## config.mk

```make
export PLATFORM = sky130hd
export DESIGN_NAME = stream_fifo
export DESIGN_NICKNAME = d
export VERILOG_FILES = /design/src/rtl/stream_fifo_pkg.sv /design/src/rtl/stream_fifo_ram.sv /design/src/rtl/stream_fifo.sv
export SDC_FILE = /design/constraint.sdc
export NUM_CORES = 1
export LEC_CHECK = 0
export BUFFER_PORTS_ARGS = -buffer_cell sky130_fd_sc_hd__clkbuf_2
export CAP_MARGIN = 10
export CORE_MARGIN = 5
export CORE_UTILIZATION = 35
export CTS_CLUSTER_DIAMETER = 80
export DETAILED_ROUTE_END_ITERATION = 8
export SETUP_SLACK_MARGIN = 0.02
export SYNTH_ARGS = -nofsm -noshare
export SYNTH_HDL_FRONTEND = slang
export SYNTH_SLANG_ARGS = --single-unit
```

## constraint.sdc

```tcl
create_clock -name clk_48mhz -period 4 [get_ports clk_48mhz]
set_input_delay 0 -clock clk_48mhz [delete_from_list [all_inputs] [get_ports clk_48mhz]]
set_output_delay 0 -clock clk_48mhz [all_outputs]
set_load 0.02 [all_outputs]
```

## src/rtl/stream_fifo_pkg.sv

```systemverilog
// rtl/stream_fifo_pkg.sv - shared widths, defaults and clog2 helper for stream_fifo
package stream_fifo_pkg;

  localparam int DEF_DATA_W = 8;
  localparam int DEF_DEPTH  = 16;

  function automatic int clog2(input int v);
    int r;
    r = 0;
    for (int i = 0; i < 31; i++) begin
      if ((1 << i) < v) r = i + 1;
    end
    return r;
  endfunction

  function automatic int addr_w(input int depth);
    return (depth <= 2) ? 1 : clog2(depth);
  endfunction

  // Pointers carry one extra wrap bit; level must reach DEPTH+1 (RAM plus output register).
  function automatic int ptr_w(input int depth);
    return addr_w(depth) + 1;
  endfunction

  function automatic int lvl_w(input int depth);
    return addr_w(depth) + 2;
  endfunction

endpackage

```

## src/rtl/stream_fifo_ram.sv

```systemverilog
// rtl/stream_fifo_ram.sv - simple dual-port RAM, synchronous read, no reset on the array
module stream_fifo_ram #(
  parameter int DATA_W = 8,
  parameter int ADDR_W = 4
) (
  input  logic              clk_48mhz,
  input  logic              reset,
  input  logic              wr_en,
  input  logic [ADDR_W-1:0] wr_addr,
  input  logic [DATA_W-1:0] wr_data,
  input  logic              rd_en,
  input  logic [ADDR_W-1:0] rd_addr,
  output logic [DATA_W-1:0] rd_data
);

  logic [DATA_W-1:0] mem [0:(1<<ADDR_W)-1];

  always_ff @(posedge clk_48mhz) begin
    if (wr_en) mem[wr_addr] <= wr_data;
  end

  // Only the read register is reset, so the head word reads as zero after reset.
  always_ff @(posedge clk_48mhz or negedge reset) begin
    if (!reset) rd_data <= '0;
    else if (rd_en) rd_data <= mem[rd_addr];
  end

endmodule

```

## src/rtl/stream_fifo.sv

```systemverilog
// rtl/stream_fifo.sv - ready/valid FIFO with registered output stage; STREAM_FIFO_STATS_EN adds drop_count
module stream_fifo
  import stream_fifo_pkg::*;
#(
  parameter int DATA_W       = DEF_DATA_W,
  parameter int DEPTH        = DEF_DEPTH,
  parameter int AFULL_LEVEL  = DEPTH - 4,
  parameter int DROP_ON_FULL = 0
) (
  input  logic                      clk_48mhz,
  input  logic                      reset,
  input  logic                      flush,
  input  logic [DATA_W-1:0]         in_data,
  input  logic                      in_valid,
  output logic                      in_ready,
  output logic [DATA_W-1:0]         out_data,
  output logic                      out_valid,
  input  logic                      out_ready,
  output logic [lvl_w(DEPTH)-1:0]   level,
  output logic                      empty,
  output logic                      full,
  output logic                      almost_full
`ifdef STREAM_FIFO_STATS_EN
  ,
  output logic [15:0]               drop_count
`endif
);

  localparam int ADDR_W = addr_w(DEPTH);
  localparam int PTR_W  = ptr_w(DEPTH);
  localparam int LVL_W  = lvl_w(DEPTH);

  logic [PTR_W-1:0] wr_ptr, rd_ptr, ram_count;
  logic             ram_empty, wr_en, ld_en;

  assign ram_empty = (wr_ptr == rd_ptr);
  assign full      = (wr_ptr[ADDR_W] != rd_ptr[ADDR_W]) &&
                     (wr_ptr[ADDR_W-1:0] == rd_ptr[ADDR_W-1:0]);
  assign in_ready  = (DROP_ON_FULL != 0) ? 1'b1 : ~full;
  assign wr_en     = in_valid && in_ready && !full && !flush;
  assign ld_en     = !ram_empty && (!out_valid || out_ready) && !flush;

  assign ram_count   = wr_ptr - rd_ptr;
  assign level       = LVL_W'(ram_count) + LVL_W'(out_valid);
  assign empty       = (level == '0);
  assign almost_full = ({{(32-LVL_W){1'b0}}, level} >= 32'(AFULL_LEVEL));

  always_ff @(posedge clk_48mhz or negedge reset) begin
    if (!reset) begin
      wr_ptr    <= '0;
      rd_ptr    <= '0;
      out_valid <= 1'b0;
    end else if (flush) begin
      wr_ptr    <= '0;
      rd_ptr    <= '0;
      out_valid <= 1'b0;
    end else begin
      if (wr_en) wr_ptr <= wr_ptr + PTR_W'(1);
      if (ld_en) begin
        rd_ptr    <= rd_ptr + PTR_W'(1);
        out_valid <= 1'b1;
      end else if (out_valid && out_ready) begin
        out_valid <= 1'b0;
      end
    end
  end

  stream_fifo_ram #(
    .DATA_W (DATA_W),
    .ADDR_W (ADDR_W)
  ) u_ram (
    .clk_48mhz (clk_48mhz),
    .reset     (reset),
    .wr_en     (wr_en),
    .wr_addr   (wr_ptr[ADDR_W-1:0]),
    .wr_data   (in_data),
    .rd_en     (ld_en),
    .rd_addr   (rd_ptr[ADDR_W-1:0]),
    .rd_data   (out_data)
  );

`ifdef STREAM_FIFO_STATS_EN
  always_ff @(posedge clk_48mhz or negedge reset) begin
    if (!reset) begin
      drop_count <= 16'd0;
    end else if (in_valid && full && (DROP_ON_FULL != 0) && (drop_count != 16'hFFFF)) begin
      drop_count <= drop_count + 16'd1;
    end
  end
`endif

endmodule

```

* Yosys cells after proc, flatten, opt, wreduce, memory -nomap -nowiden
Memories as Yosys holds them, arrays and structs flattened. A register that Yosys moved wholly into a read port is not among the register bits.
Cells that the tools add are included.
** Storage, ports and cells
- Output and inout port bits :: 19
- Word-level logic and storage cells :: 39
- Memories kept :: 1
- Bits in registers :: 11
- Input bits :: 13
- RAM bits :: 128
** Memory list
- u_ram.mem :: words 16, width 8, rd ports 1, clocked after memory_dff 1, wr ports 1, RTL line stream_fifo_ram.sv:16 : logic [DATA_W-1:0] mem [0:(1<<ADDR_W)-1];
** Operators by class
- Eq/ne operators :: 3
- Add/subtract/negate cells :: 4
- Bitwise operators :: 1
- $lt $le $gt $ge :: 1
- Mux-type cells :: 9
- Reductions and logical operators :: 17
** Operators by type and width (number)
- 5-bit two-way mux :: 4
- 5-bit by 1-bit adder with 5-bit output (second input constant) :: 2
- 1-bit logical AND :: 7
- 5-bit by 1-bit adder with 6-bit output :: 1
- 6-bit by 4-bit greater-or-equal comparator with 1-bit output (second input constant) :: 1
- 6-bit zero test :: 1
- 5-bit equality test :: 1
- 1-bit zero test :: 5
- 1-bit two-way mux :: 5
- 5-bit subtractor :: 1
- 4-bit equality test :: 1
- 2-bit nonzero test :: 2
- 3-bit nonzero test :: 1
- 1-bit logical OR :: 1
- 1-bit inequality test :: 1
- 1-bit inverter :: 1

* Depth between registers and ports, before layout
- Depth in word-level cells :: 8
- Gate-level depth with buffers :: 10

* Modules after synthesis
Synthesis repeated with hierarchy kept, for this count alone.
** Second synthesis, totals
- Cells, all modules :: 334
- Area total of the unflattened synthesis :: 6236.0 µm²
** By module, submodules not included
- stream_fifo_ram :: instances 1, cells each 240, seq. area each 4043.9 µm², area each 5331.4 µm²
- stream_fifo :: instances 1, cells each 94, seq. area each 275.3 µm², area each 904.6 µm²

* Worst setup path after synthesis
OpenSTA, ideal clock, no wires.
- Kind :: register to register
- From :: register rd_ptr[2]
- To :: memory u_ram.mem[3][0] (enable)
- Data required time :: 3617 ps
- Cell stages (with the launch flop) :: 10
- Setup slack :: 1070 ps
- Path buffers :: 2
- Arrival :: 2547 ps
- Setup time :: 383 ps
- Cells stage by stage :: dfrtp_1 > clkbuf_1 > buf_2 > inv_1 > ha_1 > nand4_1 > o21a_1 > nor2b_1 > nand2_1 > nor3_1
** Between the ends
- Longest elaborated chain between the ends :: 8
- Elaborated cells between the ends (all ways) :: 9
- Those cells by class :: eq/ne (1); mux (2); bitwise (1); reduce/logical (5)
** RTL lines
- from (decl) :: RTL line stream_fifo.sv:33 : logic [PTR_W-1:0] wr_ptr, rd_ptr, ram_count;
- from (signal assigned) :: RTL line stream_fifo.sv:60 : rd_ptr <= rd_ptr + PTR_W'(1);
- 4-bit equality test (*) :: RTL line stream_fifo.sv:38 : (wr_ptr[ADDR_W-1:0] == rd_ptr[ADDR_W-1:0]);
- 1-bit logical AND (*) :: RTL line stream_fifo.sv:37 : assign full = (wr_ptr[ADDR_W] != rd_ptr[ADDR_W]) &&
- 1-bit inverter :: RTL line stream_fifo.sv:39 : assign in_ready = (DROP_ON_FULL != 0) ? 1'b1 : ~full;
- 1-bit logical AND :: RTL line stream_fifo.sv:40 : assign wr_en = in_valid && in_ready && !full && !flush;
- 1-bit logical AND (*) (2 in series) :: RTL line stream_fifo.sv:40
- 1-bit two-way mux (*) :: RTL line stream_fifo_ram.sv:19 : if (wr_en) mem[wr_addr] <= wr_data;
- 1-bit two-way mux (not written as such) (*) :: RTL line stream_fifo_ram.sv:19
- to (decl) :: RTL line stream_fifo_ram.sv:16
Every way passes the cells marked *; elsewhere a longest branch is shown, timed or not.

* Worst setup path after layout
- From :: register rd_ptr[1]
- To :: memory u_ram.mem[5][6] (enable)
Same word-level chain as after synthesis.

==> flow_summary.ini <==
[yosys]
syn_nets = 399
ys_warn_count = 0
async_reset_ff_frac = 0.129
synth_ff_type = edfxtp_1
synth_cells = 374
synth_edf_count = 128
synthesis.area_sq_um = 6180
yosysSeqAreaShare = 0.699
avgSynthCellArea_sq_um = 16.5
synth.distinct_cells = 49
ys_seq_elements = 147

[floorplanning]
core_sq_um = 17300
die_area_sq_um = 20400
fp.dieH_um = 143
io-pin-count = 32
die_w_um = 143
rows = 48
start_util = 0.357

[status]
status = finished, final reports clean

[final_layout]
final_cells = 658
seqCellArea_sq_um = 4320
final_cell_mix = 128 x edfxtp_1, 35 x nor2_1, 31 x mux2i_1, 31 x clkbuf_2, 18 x dfrtp_1
final_common_cell = edfxtp_1
drive_above_1_share = 0.206
syn_to_final_growth_pct = 15.8
final_net_count = 445
multi_input_area_sq_um = 1710
fin_area_sq_um = 7160
fillCellCount = 1557
final_util = 0.414
diodes = 0

[route]
ant_nets = 0
drt_first_pass_iters = 4
vias = 3419
routed_via_density = 5.20
wl_mm = 13.8
drc = 0
wire_per_inst_um = 20.9
drt_iter0_drc = 239

[worst_setup_path]
criticalPathCategory = reg2reg
crit_required_ns = 4.04
crit_fanout = 10
worst_path_largest_cell_delay_ns = 0.59
cp_slowest_cell = nor2_1
cp-end-kind = flip-flop
crit_path_start_kind = flip-flop
r2r_start = rd_ptr[1]$_DFFE_PN0P_
critPathLaunch = rd_ptr[1]$_DFFE_PN0P_
crit_chain = inv_1, ha_1, nand4_1, o21a_1, nor2b_1, nand2_1, nor2_1
arrival_ns = 3.07

[pwr]
leakage_nw = 2.42
pwr_density_cell_nw_per_um2 = 595
vdd_drop_max_uv = 333

[hold_path]
hold_path.startpoint = in_valid
hold_path.class = in2reg

[clocking]
cts_resized = 0
tritoncts = done
clkTransAtPathRegs_ns = 0.06
insertion_delay_ns = 0.42
numCtsBuffers = 17
cts_sinks = 147
clockRootBuffer = clkbuf_16
htree_levels = 4
clockBufferDepth = 2

[timing]
slew_violations = 0
clock_skew_ns = 0.0136
fin_crit_sh = 0.759
setup_viol = 0
fin_crit_ns = 3.04
holdWs_ns = 0.0922
setup_tns_ns = 0
rsz0062_at_grt = no
hold_violations = 0
tightest_slew_ns = 0.890
fmax_mhz = 329
max_slew_margin = 0.407

[placed_design]
place_congestion = 0.863
dp_cells = 622
hpwl_mm = 9.11
dpl-instance-area_sq_um = 6560
port-buffer-count = 31

[global_route]
antenna_found_initial = 0
grt_pass1_vias = 3460
grt_max_degree = 52
grt_first_pass_wirelength_mm = 21.1
track_usage = 0.143
grt_overflow_total = 0

[flow_run]
cap_viol_max_count = 0
==> power breakdown <==
| group | leakage (nW) | switching [W] | internal, W | total (W) |
|---|---|---|---|---|
| sequential | 1.39 | 0.0000502 | 0.00173 | 0.00178 |
| clock | 0.261 | 0.000592 | 0.000889 | 0.00148 |
| combinational | 0.766 | 0.000604 | 0.000392 | 0.000995 |
| total | 2.42 | 0.00125 | 0.00301 | 0.00426 |
==> Yosys cell counts, drive strengths merged, types with 5 or more instances <==
cell type	instances	share of area
clkbuf	5	0.0030
mux4	16	0.058
dfrtp	19	0.077
nor2	36	0.023
o22a	7	0.0099
inv	10	0.0061
buf	11	0.016
nor3	5	0.0040
edfxtp	128	0.62
xor2	7	0.011
xnor2	8	0.011
nand2	12	0.0073
a221oi	7	0.0099
ha	11	0.022
mux2i	31	0.050
a21oi	14	0.011
o221ai	7	0.0099
==> stage by stage <==
step / setup WS, ns / power [W]
after floorplan: 1.07 / 0.00256
after global placement: 1.23 / 0.00279
after detailed placement: 1.04 / 0.00280
after CTS: 1.02 / 0.00429
after global routing: 0.761 / 0.00446
final: 0.965 / 0.00426
==> flip-flops by register name, summed over array words and instances (netlist names) <==
signal         count
u_ram.rd_data      8
wr_ptr             5
out_valid          1
u_ram.mem        128
rd_ptr             5
==> path summary, 6_finish.rpt <==
path                                                 to  slack [ns]  cells after the start
max                           u_ram.mem[5][6]$_DFFE_PP_        0.96                      7
min                               wr_ptr[0]$_DFFE_PN0P_        0.09                      4
max reg2reg                   u_ram.mem[5][6]$_DFFE_PP_        0.96                      7
min reg2reg                u_ram.rd_data[4]$_DFFE_PN0P_        0.52                      2
max in group asynchronous         rd_ptr[0]$_DFFE_PN0P_        3.45                      2
min in group asynchronous         wr_ptr[4]$_DFFE_PN0P_        0.13                      2
==> layer usage <==
layer / part of all wire / vias up / wire [um] / global-route usage
met5: 0 / - / 0 / 0
met4: 0.011 / 0 / 155 / 0.0405
li1: - / 1559 / - / -
met1: 0.46 / 1736 / 6290 / 0.196
met2: 0.47 / 113 / 6460 / 0.220
met3: 0.062 / 11 / 857 / 0.0439
==> cells by family (layout without fill, tap and decap cells) <==
family	count (synthesis)	after routing	share of synthesized area
mux	48	48	0.110
fa+ha+maj	12	12	0.0255
flops	147	147	0.699
simple gates	76	76	0.0589
compound gates	50	50	0.0593
xor+xnor	15	15	0.0225
buf+inv	26	85	0.0247
==> repair_timing <==
action	4_1_cts	5_1_grt
endpoints found under the setup margin	0	0
endpoints found under the hold margin	28	0
hold buffers	4	0
buffers inserted	0	0
==> layout make-up <==
| class | instances | share of cell area |
|---|---|---|
| clock buffers | 24 | 0.0659 |
| clock inverters | 8 | 0.0112 |
| inverters | 10 | 0.00525 |
| multi-input cells | 201 | 0.239 |
| flip-flops and latches | 147 | 0.604 |
| well taps | 225 | 0.0393 |
| repair buffers | 43 | 0.0357 |
==> worst max-delay path, delay by kind of cell (launching register included) <==
kind | cells | cell delay, ns
buffers and inverters | 1 | 0.20
DFF | 1 | 0.51
and+or+nand+nor | 4 | 1.28
AOI/OAI and AO/OA | 1 | 0.31
adders and majority gates | 1 | 0.36
No activity file was read; power rests on OpenSTA's default activity.
